File: config.mk
export PLATFORM = sky130hd
export DESIGN_NAME = axis_to_daq_formatter
export DESIGN_NICKNAME = d
export VERILOG_FILES = /design/src/rtl/daq_fmt_pkg.sv /design/src/rtl/axis_to_daq_formatter_crc.sv /design/src/rtl/axis_to_daq_formatter.sv
export SDC_FILE = /design/constraint.sdc
export NUM_CORES = 1
export LEC_CHECK = 0
export ABC_AREA = 1
export CELL_PAD_IN_SITES_DETAIL_PLACEMENT = 1
export CELL_PAD_IN_SITES_GLOBAL_PLACEMENT = 1
export CORE_AREA = 2 2 154 156
export DETAILED_ROUTE_END_ITERATION = 10
export DIE_AREA = 0 0 156 158
export PLACE_DENSITY = 0.71
export SYNTH_ARGS = -nofsm -noshare
export SYNTH_HDL_FRONTEND = slang
export SYNTH_SLANG_ARGS = --single-unit
File: constraint.sdc
create_clock -name clk -period 12.1 [get_ports clk]
set_input_delay 2.42 -clock clk [delete_from_list [all_inputs] [get_ports clk]]
set_output_delay 2.42 -clock clk [all_outputs]
set_load 0.01 [all_outputs]
File: src/rtl/daq_fmt_pkg.sv
// Shared types and constants for the AXI-Stream to DAQ-link event formatter.
// Latency: n/a (package only).
// Backpressure: n/a (package only).
package daq_fmt_pkg;

  // Formatter FSM: wait for a packet, pack its payload, then close the fragment
  typedef enum logic [1:0] {
    ST_IDLE    = 2'd0,
    ST_PAYLOAD = 2'd1,
    ST_TRAILER = 2'd2
  } state_t;

  localparam logic [3:0] HDR_NIB = 4'h5;
  localparam logic [3:0] TRL_NIB = 4'hA;

  // Header fields: {nib, evt_type, lv1, bx, source_id, 8'h00}
  localparam int HDR_NIB_LSB = 60;
  localparam int HDR_EVT_LSB = 56;
  localparam int HDR_LV1_LSB = 32;
  localparam int HDR_BX_LSB  = 20;
  localparam int HDR_SRC_LSB = 8;

  // Trailer fields: {nib, 4'h0, len, crc, 8'h00, 7'h0, trunc}
  localparam int TRL_NIB_LSB   = 60;
  localparam int TRL_LEN_LSB   = 32;
  localparam int TRL_CRC_LSB   = 16;
  localparam int TRL_TRUNC_BIT = 0;

  localparam logic [15:0] CRC_POLY = 16'h1021;
  localparam logic [15:0] CRC_INIT = 16'hFFFF;

  // Bunch-crossing number is not tracked by this writer; the field is fixed at zero.
  localparam logic [11:0] HDR_BX = 12'h000;

  function automatic logic [63:0] make_header(input logic [3:0]  evt_type,
                                              input logic [23:0] lv1,
                                              input logic [11:0] source_id);
    logic [63:0] w;
    w = '0;
    w[HDR_NIB_LSB +: 4]  = HDR_NIB;
    w[HDR_EVT_LSB +: 4]  = evt_type;
    w[HDR_LV1_LSB +: 24] = lv1;
    w[HDR_BX_LSB  +: 12] = HDR_BX;
    w[HDR_SRC_LSB +: 12] = source_id;
    return w;
  endfunction

  function automatic logic [63:0] make_trailer(input logic [23:0] len,
                                               input logic [15:0] crc,
                                               input logic        trunc);
    logic [63:0] w;
    w = '0;
    w[TRL_NIB_LSB +: 4]  = TRL_NIB;
    w[TRL_LEN_LSB +: 24] = len;
    w[TRL_CRC_LSB +: 16] = crc;
    w[TRL_TRUNC_BIT]     = trunc;
    return w;
  endfunction

endpackage

File: src/rtl/axis_to_daq_formatter_crc.sv
// CRC-16-CCITT over 64-bit event words, one whole word per clock, MSB first.
// Latency: crc reflects a word one cycle after start/upd qualifies it.
// Backpressure: none; follows the formatter's emit strobes. Built only with DAQ_FMT_CRC_EN.
`ifdef DAQ_FMT_CRC_EN
module daq_crc16_64
  import daq_fmt_pkg::*;
(
  input  logic        clk,
  input  logic        rst,
  input  logic        start,
  input  logic        upd,
  input  logic [63:0] word,
  output logic [15:0] crc
);

  function automatic logic [15:0] crc_step(input logic [15:0] c, input logic [63:0] w);
    logic [15:0] r;
    r = c;
    for (int i = 63; i >= 0; i--) begin
      if (r[15] ^ w[i]) r = {r[14:0], 1'b0} ^ CRC_POLY;
      else              r = {r[14:0], 1'b0};
    end
    return r;
  endfunction

  // Header word restarts the checksum from the seed; payload words fold into the running value
  always_ff @(posedge clk or posedge rst) begin
    if (rst) begin
      crc <= CRC_INIT;
    end else if (start) begin
      crc <= crc_step(CRC_INIT, word);
    end else if (upd) begin
      crc <= crc_step(crc, word);
    end
  end

endmodule
`endif

File: src/rtl/axis_to_daq_formatter.sv
// Packs 32-bit AXI-Stream packets into header/payload/trailer 64-bit DAQ-link fragments.
// Latency: every daq_* word is registered, one cycle after the decision/beat that produces it.
// Backpressure: go = daq_ready & ~daq_almost_full gates header, beat accept and trailer; no per-word stall.
// Optional: DAQ_FMT_CRC_EN puts a CRC-16-CCITT of header+payload in trailer[31:16] (else 0).
module axis_to_daq_formatter #(
  parameter logic [11:0] SOURCE_ID   = 12'h000,
  parameter int          MAX_PAYLOAD = 1024,
  parameter logic [3:0]  EVT_TYPE    = 4'h1,
  // First LV1 id issued after reset
  parameter logic [23:0] LV1_INIT    = 24'h000001
) (
  input  logic        clk,
  input  logic        rst,
  input  logic        s_axis_tvalid,
  input  logic [31:0] s_axis_tdata,
  input  logic        s_axis_tlast,
  output logic        s_axis_tready,
  output logic        daq_valid,
  output logic        daq_header,
  output logic        daq_trailer,
  output logic [63:0] daq_data,
  input  logic        daq_ready,
  input  logic        daq_almost_full,
  output logic [23:0] evt_count,
  output logic        overflow
);

  import daq_fmt_pkg::*;

  localparam int                CNT_W   = $clog2(MAX_PAYLOAD + 1);
  localparam logic [CNT_W-1:0]  MAX_CNT = CNT_W'(MAX_PAYLOAD);

  state_t           state;
  state_t           state_nxt;
  logic             go;
  logic             accept;
  logic             emit_hdr;
  logic             emit_pay;
  logic             emit_trl;
  logic             drop_beat;
  logic             pay_full;
  logic             odd_beat;
  logic             trunc;
  logic [31:0]      hold_lo;
  logic [23:0]      lv1;
  logic [23:0]      len;
  logic [CNT_W-1:0] pay_cnt;
  logic [15:0]      crc_val;
  logic [63:0]      hdr_word;
  logic [63:0]      pay_word;
  logic [63:0]      trl_word;
  logic [63:0]      word_nxt;

  assign go       = daq_ready & ~daq_almost_full;
  assign accept   = s_axis_tvalid & s_axis_tready;
  assign pay_full = (pay_cnt == MAX_CNT);

  // A payload word leaves on every odd beat, or on a lone even beat closing the packet,
  // unless the event already holds its maximum payload; such beats are consumed silently.
  assign emit_pay  = accept & (odd_beat | s_axis_tlast) & ~pay_full;
  assign drop_beat = accept & pay_full;

  // Length counts emitted words only, header and trailer included
  assign len = 24'(pay_cnt) + 24'd2;

  assign hdr_word = make_header(EVT_TYPE, lv1, SOURCE_ID);
  assign pay_word = odd_beat ? {s_axis_tdata, hold_lo} : {32'h0000_0000, s_axis_tdata};
  assign trl_word = make_trailer(len, crc_val, trunc);

`ifdef DAQ_FMT_CRC_EN
  daq_crc16_64 u_crc (
    .clk   (clk),
    .rst   (rst),
    .start (emit_hdr),
    .upd   (emit_pay),
    .word  (word_nxt),
    .crc   (crc_val)
  );
`else
  assign crc_val = 16'h0000;
`endif

  // FSM state register
  always_ff @(posedge clk or posedge rst) begin
    if (rst) state <= ST_IDLE;
    else     state <= state_nxt;
  end

  // Next state, stream ready and header/trailer strobes
  always_comb begin
    state_nxt     = state;
    s_axis_tready = 1'b0;
    emit_hdr      = 1'b0;
    emit_trl      = 1'b0;
    case (state)
      ST_IDLE: begin
        // Header goes out on sight of a packet; its first beat is taken in PAYLOAD
        if (s_axis_tvalid && go) begin
          emit_hdr  = 1'b1;
          state_nxt = ST_PAYLOAD;
        end
      end
      ST_PAYLOAD: begin
        s_axis_tready = go;
        if (s_axis_tvalid && go && s_axis_tlast) state_nxt = ST_TRAILER;
      end
      ST_TRAILER: begin
        if (go) begin
          emit_trl  = 1'b1;
          state_nxt = ST_IDLE;
        end
      end
      default: state_nxt = ST_IDLE;
    endcase
  end

  // Select the word to be registered onto the link this cycle
  always_comb begin
    word_nxt = pay_word;
    if (emit_hdr)      word_nxt = hdr_word;
    else if (emit_trl) word_nxt = trl_word;
  end

  // Link output register; data holds its last value between words
  always_ff @(posedge clk or posedge rst) begin
    if (rst) begin
      daq_valid   <= 1'b0;
      daq_header  <= 1'b0;
      daq_trailer <= 1'b0;
      daq_data    <= '0;
    end else begin
      daq_valid   <= emit_hdr | emit_pay | emit_trl;
      daq_header  <= emit_hdr;
      daq_trailer <= emit_trl;
      if (emit_hdr || emit_pay || emit_trl) daq_data <= word_nxt;
    end
  end

  // Per-event packing state: beat parity, held low half, payload count, truncation flags
  always_ff @(posedge clk or posedge rst) begin
    if (rst) begin
      odd_beat <= 1'b0;
      hold_lo  <= '0;
      pay_cnt  <= '0;
      trunc    <= 1'b0;
      overflow <= 1'b0;
    end else if (emit_hdr) begin
      odd_beat <= 1'b0;
      pay_cnt  <= '0;
      trunc    <= 1'b0;
    end else if (accept) begin
      odd_beat <= ~odd_beat;
      if (!odd_beat) hold_lo <= s_axis_tdata;
      if (emit_pay)  pay_cnt <= pay_cnt + CNT_W'(1);
      if (drop_beat) begin
        trunc    <= 1'b1;
        overflow <= 1'b1;
      end
    end
  end

  // Event numbering: the trailer publishes the finished LV1 id and advances to the next
  always_ff @(posedge clk or posedge rst) begin
    if (rst) begin
      lv1       <= LV1_INIT;
      evt_count <= '0;
    end else if (emit_trl) begin
      evt_count <= lv1;
      lv1       <= lv1 + 24'd1;
    end
  end

endmodule
==> results.cfg, run 1 <==
[synth]
ys_seq_area_share_pct = 51.62
synthAdderAreaFrac_pct = 0.6332
synth_nets = 1008
synth-async-reset-ratio_pct = 100.0
synth_cell_types = 31
synth_top_family_by_area = simple AND/OR/NAND/NOR gates
muxShareOfSynthArea_pct = 0
yosys-top-cells-area = dfrtp_1, nand2_1, o21ai_0
post-synth-top-count-cell = nand2_1
netlist_area_um2 = 7904
synth_seq_cells = 163
ys.flop_type = dfrtp_1
netlist_top_cells_count = nand2_1, dfrtp_1, o21ai_0
yosysTopAreaCell = dfrtp_1
synth-compound-area-share_pct = 13.22
synth_edf_count = 0
synth_xor_xnor_area_share_pct = 1.995
synth_area_per_cell_um2 = 8.182
yosysTopAreaCellShare_pct = 51.29
netlist_instances = 966
synthSimpleGateAreaFrac_pct = 23.57
ys_warn_count = 0

[cts]
postCtsSetupBuffers = 0
cts_num_sinks = 163
cts_resized = 0
clkLatencyLatePin_ns = 0.43
numCtsBuffers = 17
clk_pin_slew_ns = 0.07
cts-root-buf = clkbuf_16
cts_max_level = 4
ctsHoldBuffers = 0
clockBufferDepth = 2
cts_tree = yes

[sta]
timing.hold.ws_ns = 0.4732
period_needed_ns = 6.131
layout_setup_ws_ns = 5.969
tightest_slew_ns = 0.9494
fin_skew_ns = 0.008200
clock.fmax_mhz = 163.1
finalSetupViolCount = 0
tns_ns = 0
grt_setup_unrepaired = no
final-max-slew-violation-count = 0
finalHoldViolCount = 0
fin_crit_sh_pct = 50.67
slew_headroom_pct = 36.71

[pwr]
p_leak_nw = 4.798
ir_worst_vdd_mv = 0.09464
p_total_mw = 2.217
powerDensity_nw_per_um2 = 220.9

[die]
core_um2 = 23050
start_util_pct = 34.29
die_w_um = 156
num_rows = 56
die_area_um2 = 24650
dieHeight_um = 158
ios = 131

[global_routing]
grt_overflow = 0
antenna_found_initial = 0
grt_pass1_wl_um = 38470
grt_usage_pct = 19.99
grt_max_degree = 96
grt_pass1_vias = 7091

[worst_hold_path]
hold_class = flop to flop

[route]
drt-total-wl_um = 23740
drt_first_pass_iters = 5
met1Wirelength_um = 11290
viasPerCell = 4.912
ant_nets = 0
drc = 0
met3_length_um = 726
drt_iter0_drc = 305
top_layer_used = met4
vias = 6783
wl_per_cell_um = 17.19
wl_met2_um = 11370

[setup_path]
crit_family = buffers and inverters
crit_required_ns = 9.68
cp.arrival_ns = 3.71
slowest_delay_ns = 0.55
path_max_fanout = 3
slowest_stage = clkdlybuf4s50_1
path_class = input port to primary output
crit_buf_inv = 2
crit_top_cell = clkdlybuf4s50_1
cp-start-kind = input port
path_cells = clkdlybuf4s50_1, nand2_1, nor2_1, clkdlybuf4s50_1
worstSetupEndpointType = primary output

[place]
gp_congestion = 0.8374
place_ws_ns = 5.967
port-buffer-count = 130
dpl.hpwl_um = 15930

[final_layout]
diodes = 0
area_delta_synth_final_pct = 27.02
final.fill_count = 2767
nNetsFinal = 1120
layout-drive-gt1-share_pct = 8.249

[flow_run]
cap_violations = 0

[status]
status = complete, no violations
-- power breakdown --
| group | internal [mW] | switching, mW |
|---|---|---|
| Clock | 0.352 | 0.245 |
| Combinational | 0.358 | 0.398 |
| Sequential | 0.731 | 0.133 |
-- worst min-delay path: stages, from the launching register on --
cell and delay (ns):
dfrtp_1 0.34, nand2_1 0.05, nand2_1 0.05
-- path summary, 6_finish.rpt --
check / cells after the start / slack, ns / from / end
max reg2reg: 10 / 9.35 / pay_cnt[1] / daq_data[61]
min in group asynchronous: 2 / 2.55 / rst / daq_data[2]
min: 2 / 0.47 / lv1[23] / lv1[23]
min reg2reg: 2 / 0.47 / lv1[23] / lv1[23]
max: 4 / 5.97 / daq_ready / s_axis_tready
max in group asynchronous: 3 / 8.03 / rst / pay_cnt[1]
-- logic make-up after synthesis --
family,count (synthesis)
flip-flops,163
XOR/XNOR,18
buffers and inverters,166
AO/OA/AOI/OAI,163
adder cells (fa/ha/maj),4
AND/OR/NAND/NOR,452
-- per-stage QoR --
step / util, % / cells / instance area (um2)
2_1_floorplan: - / 966 / 7904
3_3_place_gp: 40.77 / 1349 / 9399
3_5_place_dp: 40.77 / 1349 / 9399
4_1_cts: 43.55 / 1381 / 10040
5_1_grt: 43.55 / 1381 / 10040
6_report: 43.55 / 1381 / 10040
-- cell usage in the layout (no fill, tap or decap) --
cell type / instances
clkbuf_16: 17
o22ai_1: 3
o21ai_0: 118
xor2_1: 16
dfstp_2: 1
inv_1: 115
clkinvlp_4: 1
nand3_1: 58
nand2_2: 3
o211ai_1: 3
nor2_1: 46
nor3_1: 10
ha_1: 4
nor3_2: 3
nor2_2: 2
nand4_1: 7
inv_2: 4
o21ai_1: 6
bufinv_16: 4
clkinv_4: 2
dfrtp_1: 162
o22ai_2: 29
nand2_1: 315
nand3_4: 1
or2_2: 1
nand3_2: 3
clkdlybuf4s50_1: 130
nor2_4: 1
nand2_4: 1
clkinv_1: 1
xnor2_1: 2
buf_4: 8
and2_1: 1
a21oi_1: 4
inv_6: 9
-- registers in the layout, indices dropped and copies added, names as in the netlist, 2 cells and up --
register   flops
daq_data      64
pay_cnt       11
hold_lo       32
evt_count     24
lv1           24
state          2
-- layer usage --
metal	track usage (%)	up-vias
li1	-	3292
met1	27.63	3344
met2	32.68	123
met3	2.847	24
met4	6.073	0
met5	0	-
-- cell type report --
cell class                 instances  area, um2  share of cell area, %
sequential                       163       4080                  40.64
multi-input combinational        637       3136                  31.23
timing repair buffer             138       1361                  13.56
inverter                         121      459.2                  4.574
clock buffer                      17      425.4                  4.237
tap                              290      362.8                  3.614
clock inverter                    15      215.2                  2.144
Note: power is estimated with default switching activity, not from simulation.
==> inputs of run 2 (changes only) <==
PLACE_DENSITY = 0.74   (was 0.71)
clock period = 5.5 ns   (was 12.1 ns; I/O delays follow)
==> results.cfg, run 2 (synthesis gave the netlist of run 1 again) <==
[status]
status = complete, no violations

[cts]
numCtsBuffers = 17
clockBufferDepth = 2
cts_num_sinks = 163
cts-root-buf = clkbuf_16
postCtsSetupBuffers = 0
cts_max_level = 4
cts_resized = 0
ctsHoldBuffers = 0
clkLatencyLatePin_ns = 0.43
cts_tree = yes
clk_pin_slew_ns = 0.06

[die]
core_um2 = 23050
num_rows = 56
dieHeight_um = 158
die_area_um2 = 24650
die_w_um = 156
ios = 131
start_util_pct = 34.29

[worst_hold_path]
hold_class = flop to flop
hold_start = daq_data[58]

[setup_path]
cp.arrival_ns = 2.40
slowest_delay_ns = 0.56
crit_family = buffers and inverters
crit_start = daq_ready
cp-start-kind = input port
crit_required_ns = 4.40
path_class = input port to primary output
path_cells = clkdlybuf4s50_1, nand2_1, nor2_1, clkdlybuf4s50_1
slowest_stage = clkdlybuf4s50_1
rr_startpoint = pay_cnt[1]
path_max_fanout = 3
crit_top_cell = clkdlybuf4s50_1
crit_buf_inv = 2
worstSetupEndpointType = primary output

[route]
viasPerCell = 4.920
vias = 6799
drc = 0
drt_iter0_drc = 299
ant_nets = 0
drt_first_pass_iters = 4
drt-total-wl_um = 23590
wl_per_cell_um = 17.07

[sta]
slew_headroom_pct = 35.92
period_needed_ns = 3.503
fin_crit_sh_pct = 63.70
grt_setup_unrepaired = no
fin_skew_ns = 0.009412
layout_setup_ws_ns = 1.997
timing.hold.ws_ns = 0.4754
final-max-slew-violation-count = 0
tightest_slew_ns = 0.9591
finalSetupViolCount = 0
clock.fmax_mhz = 285.4
tns_ns = 0
finalHoldViolCount = 0

[final_layout]
layout.area.seq_um2 = 4080
multi_input_area_um2 = 3136
diodes = 0
mostFrequentLayoutCell = nand2_1
layout-drive-gt1-share_pct = 8.150
reg_top3 = daq_data: 64 flops, hold_lo: 32 flops
final.fill_count = 2749
area_delta_synth_final_pct = 26.75
final_cells = 1382
nNetsFinal = 1121
largest_reg_flops = 64
regMostFlops = daq_data
layout_common_cells = nand2_1, dfrtp_1, clkdlybuf4s50_1, o21ai_0, inv_1

[global_routing]
grt_pass1_vias = 7199
grt_overflow = 0
antenna_found_initial = 0
grt_usage_pct = 20.19
grt_max_degree = 85
grt_pass1_wl_um = 38930

[flow_run]
cap_violations = 0

[pwr]
powerDensity_nw_per_um2 = 476.3
ir_worst_vdd_mv = 0.2042
p_leak_nw = 4.775

[place]
place_ws_ns = 1.981
gp_congestion = 0.8684
place_inst = 1350
dpl.hpwl_um = 16670
port-buffer-count = 130
## run 2: final timing paths
check	cells past startpoint	to	slack (ns)
setup / recovery	4	s_axis_tready	2.00
hold / removal	2	daq_data[58]	0.48
setup reg to reg	10	daq_data[63]	2.64
hold reg to reg	2	daq_data[58]	0.48
max in group asynchronous	3	hold_lo[30]	3.23
min in group asynchronous	2	hold_lo[2]	1.22
## run 2: report_power, final
group	total (mW)	switching, mW	internal [mW]
Sequential	1.90	0.293	1.61
Combinational	1.67	0.879	0.795
Clock	1.20	0.501	0.695
## run 2: area by class of cell
type / instances / share of cell area [%]
Timing Repair Buffer: 139 / 13.91
Inverter: 121 / 4.571
Multi-Input combinational cell: 637 / 31.30
Clock buffer: 21 / 4.596
Sequential cell: 163 / 40.73
Tap cell: 290 / 3.622
Clock inverter: 11 / 1.274
## run 2: metal layers
metal  global-route usage [%]  vias up  part of all wire (%)  wire [um]
met1                    27.78     3369                    48      11290
li1                         -     3286                     -          -
met3                    2.847       26                   2.8        664
met2                    33.21      118                    48      11230
met4                    6.116        0                   1.7        398
met5                        0        -                     0          0
## run 2: tightest hold or removal path: stages (launching register included)
cell,delay [ns]
dfrtp_1,0.35
nand2_1,0.05
nand2_1,0.04
## run 2: metrics by stage
stage / power [mW] / utilization [%] / area [um2]
after floorplan: 2.763 / - / 7908
after global placement: 3.544 / 40.91 / 9430
after detailed placement: 3.605 / 40.91 / 9430
after CTS: 4.829 / 43.46 / 10020
after global routing: 5.104 / 43.46 / 10020
final: 4.772 / 43.46 / 10020
==> inputs of run 3 (changes only) <==
PLACE_DENSITY = 0.71   (was 0.74)
clock period = 3.65 ns   (was 5.5 ns; I/O delays follow)
==> results.cfg, run 3 (synthesis gave the netlist of run 1 again) <==
[worst_hold_path]
hold_class = flop to flop

[sta]
fin_crit_sh_pct = 75.38
finalHoldViolCount = 0
tns_ns = 0
layout_setup_ws_ns = 0.8985
grt_setup_unrepaired = no
fin_skew_ns = 0.009059
finalSetupViolCount = 0
period_needed_ns = 2.751
final-max-slew-violation-count = 0
tightest_slew_ns = 0.8768
clock.fmax_mhz = 363.4
slew_headroom_pct = 41.42

[route]
drt_first_pass_iters = 7
drt-total-wl_um = 24110
ant_nets = 0
drc = 0
wl_per_cell_um = 17.37
drt_iter0_drc = 375
vias = 6796
viasPerCell = 4.896

[final_layout]
mostFrequentLayoutCell = nand2_1
layout_common_cells = nand2_1, dfrtp_1, clkdlybuf4s50_1, o21ai_0, inv_1
largest_reg_flops = 64
area_delta_synth_final_pct = 27.50
final.fill_count = 2740
regMostFlops = daq_data
multi_input_area_um2 = 3136
nNetsFinal = 1129
layout-drive-gt1-share_pct = 8.561
diodes = 0
reg_top3 = daq_data: 64 flops, hold_lo: 32 flops
layout.area.seq_um2 = 4080

[setup_path]
path_max_fanout = 3
cp.arrival_ns = 2.02
rrSetupSlack_ns = 0.99
slowest_stage = clkdlybuf4s50_1
slowest_delay_ns = 0.55
path_cells = clkdlybuf4s50_1, nand2_1, nor2_1, clkdlybuf4s50_1
cp-start-kind = input port
worstSetupEndpointType = primary output
path_class = input port to primary output
crit_top_cell = clkdlybuf4s50_1
crit_required_ns = 2.92

[pwr]
powerDensity_nw_per_um2 = 707.5
p_leak_nw = 4.814
ir_worst_vdd_mv = 0.3095
p_total_mw = 7.130

[global_routing]
grt_pass1_wl_um = 39070
grt_max_degree = 73
grt_pass1_vias = 7078
grt_usage_pct = 20.32
antenna_found_initial = 0
grt_overflow = 0

[die]
core_um2 = 23050
die_w_um = 156
start_util_pct = 34.29
die_area_um2 = 24650
num_rows = 56
dieHeight_um = 158
ios = 131

[place]
port-buffer-count = 130
place_ws_ns = 0.6184
dpl.hpwl_um = 17140
gp_congestion = 0.8548

[cts]
cts_max_level = 4
postCtsSetupBuffers = 0
numCtsBuffers = 17
cts_tree = yes
clockBufferDepth = 2
cts_resized = 0
clk_pin_slew_ns = 0.06
ctsHoldBuffers = 0
clkLatencyLatePin_ns = 0.43
cts-root-buf = clkbuf_16
cts_num_sinks = 163

[flow_run]
cap_violations = 0

[status]
status = complete, no violations
[run 3: changes by cell type in the layout (fill, tap and decap cells not counted), sizes merged]
cell	before	now
buf	9	17
clkbuf	21	20
clkinv	6	7
clkinvlp	4	3
inv	120	119
[run 3: worst max-delay path: cells and delay by family]
family	cells	cell delay [ns]
buffers and inverters	2	1.06
and+or+nand+nor	2	0.23
[run 3: final timing paths]
check                           start            end  cells past startpoint
min                          overflow       overflow                      2
max                         daq_ready  s_axis_tready                      4
min reg2reg                  overflow       overflow                      2
min in group asynchronous         rst    daq_data[3]                      2
max reg2reg                pay_cnt[1]   daq_data[41]                     10
max in group asynchronous         rst   daq_data[10]                      3
[run 3: stage by stage]
stage / util (%) / area, um2 / hold slack, ns / instances
global placement: 41.33 / 9528 / 0.4465 / 1358
CTS: 43.71 / 10080 / 0.4694 / 1388
finish: 43.71 / 10080 / 0.4644 / 1388
global route: 43.71 / 10080 / 0.4854 / 1388
detailed placement: 41.33 / 9528 / 0.4538 / 1358
floorplan: - / 7908 / 0.4412 / 966
[run 3: report_power, final]
part / switching [mW] / internal, mW
clock: 0.735 / 0.996
combinational: 1.33 / 1.21
sequential: 0.434 / 2.43
[run 3: cell type report]
cell class	count	share of cell area (%)
clock buffers	20	4.333
repair buffers	147	14.80
clock inverters	10	1.117
well taps	290	3.601
flip-flops and latches	163	40.49
inverters	121	4.544
multi-input cells	637	31.11
[run 3: per-layer routing]
metal	vias up	track usage, %	wire length [um]
met2	118	34.47	11670
met3	12	3.230	778
met4	0	4.325	183
li1	3298	-	-
met5	-	0	0
met1	3368	27.62	11470
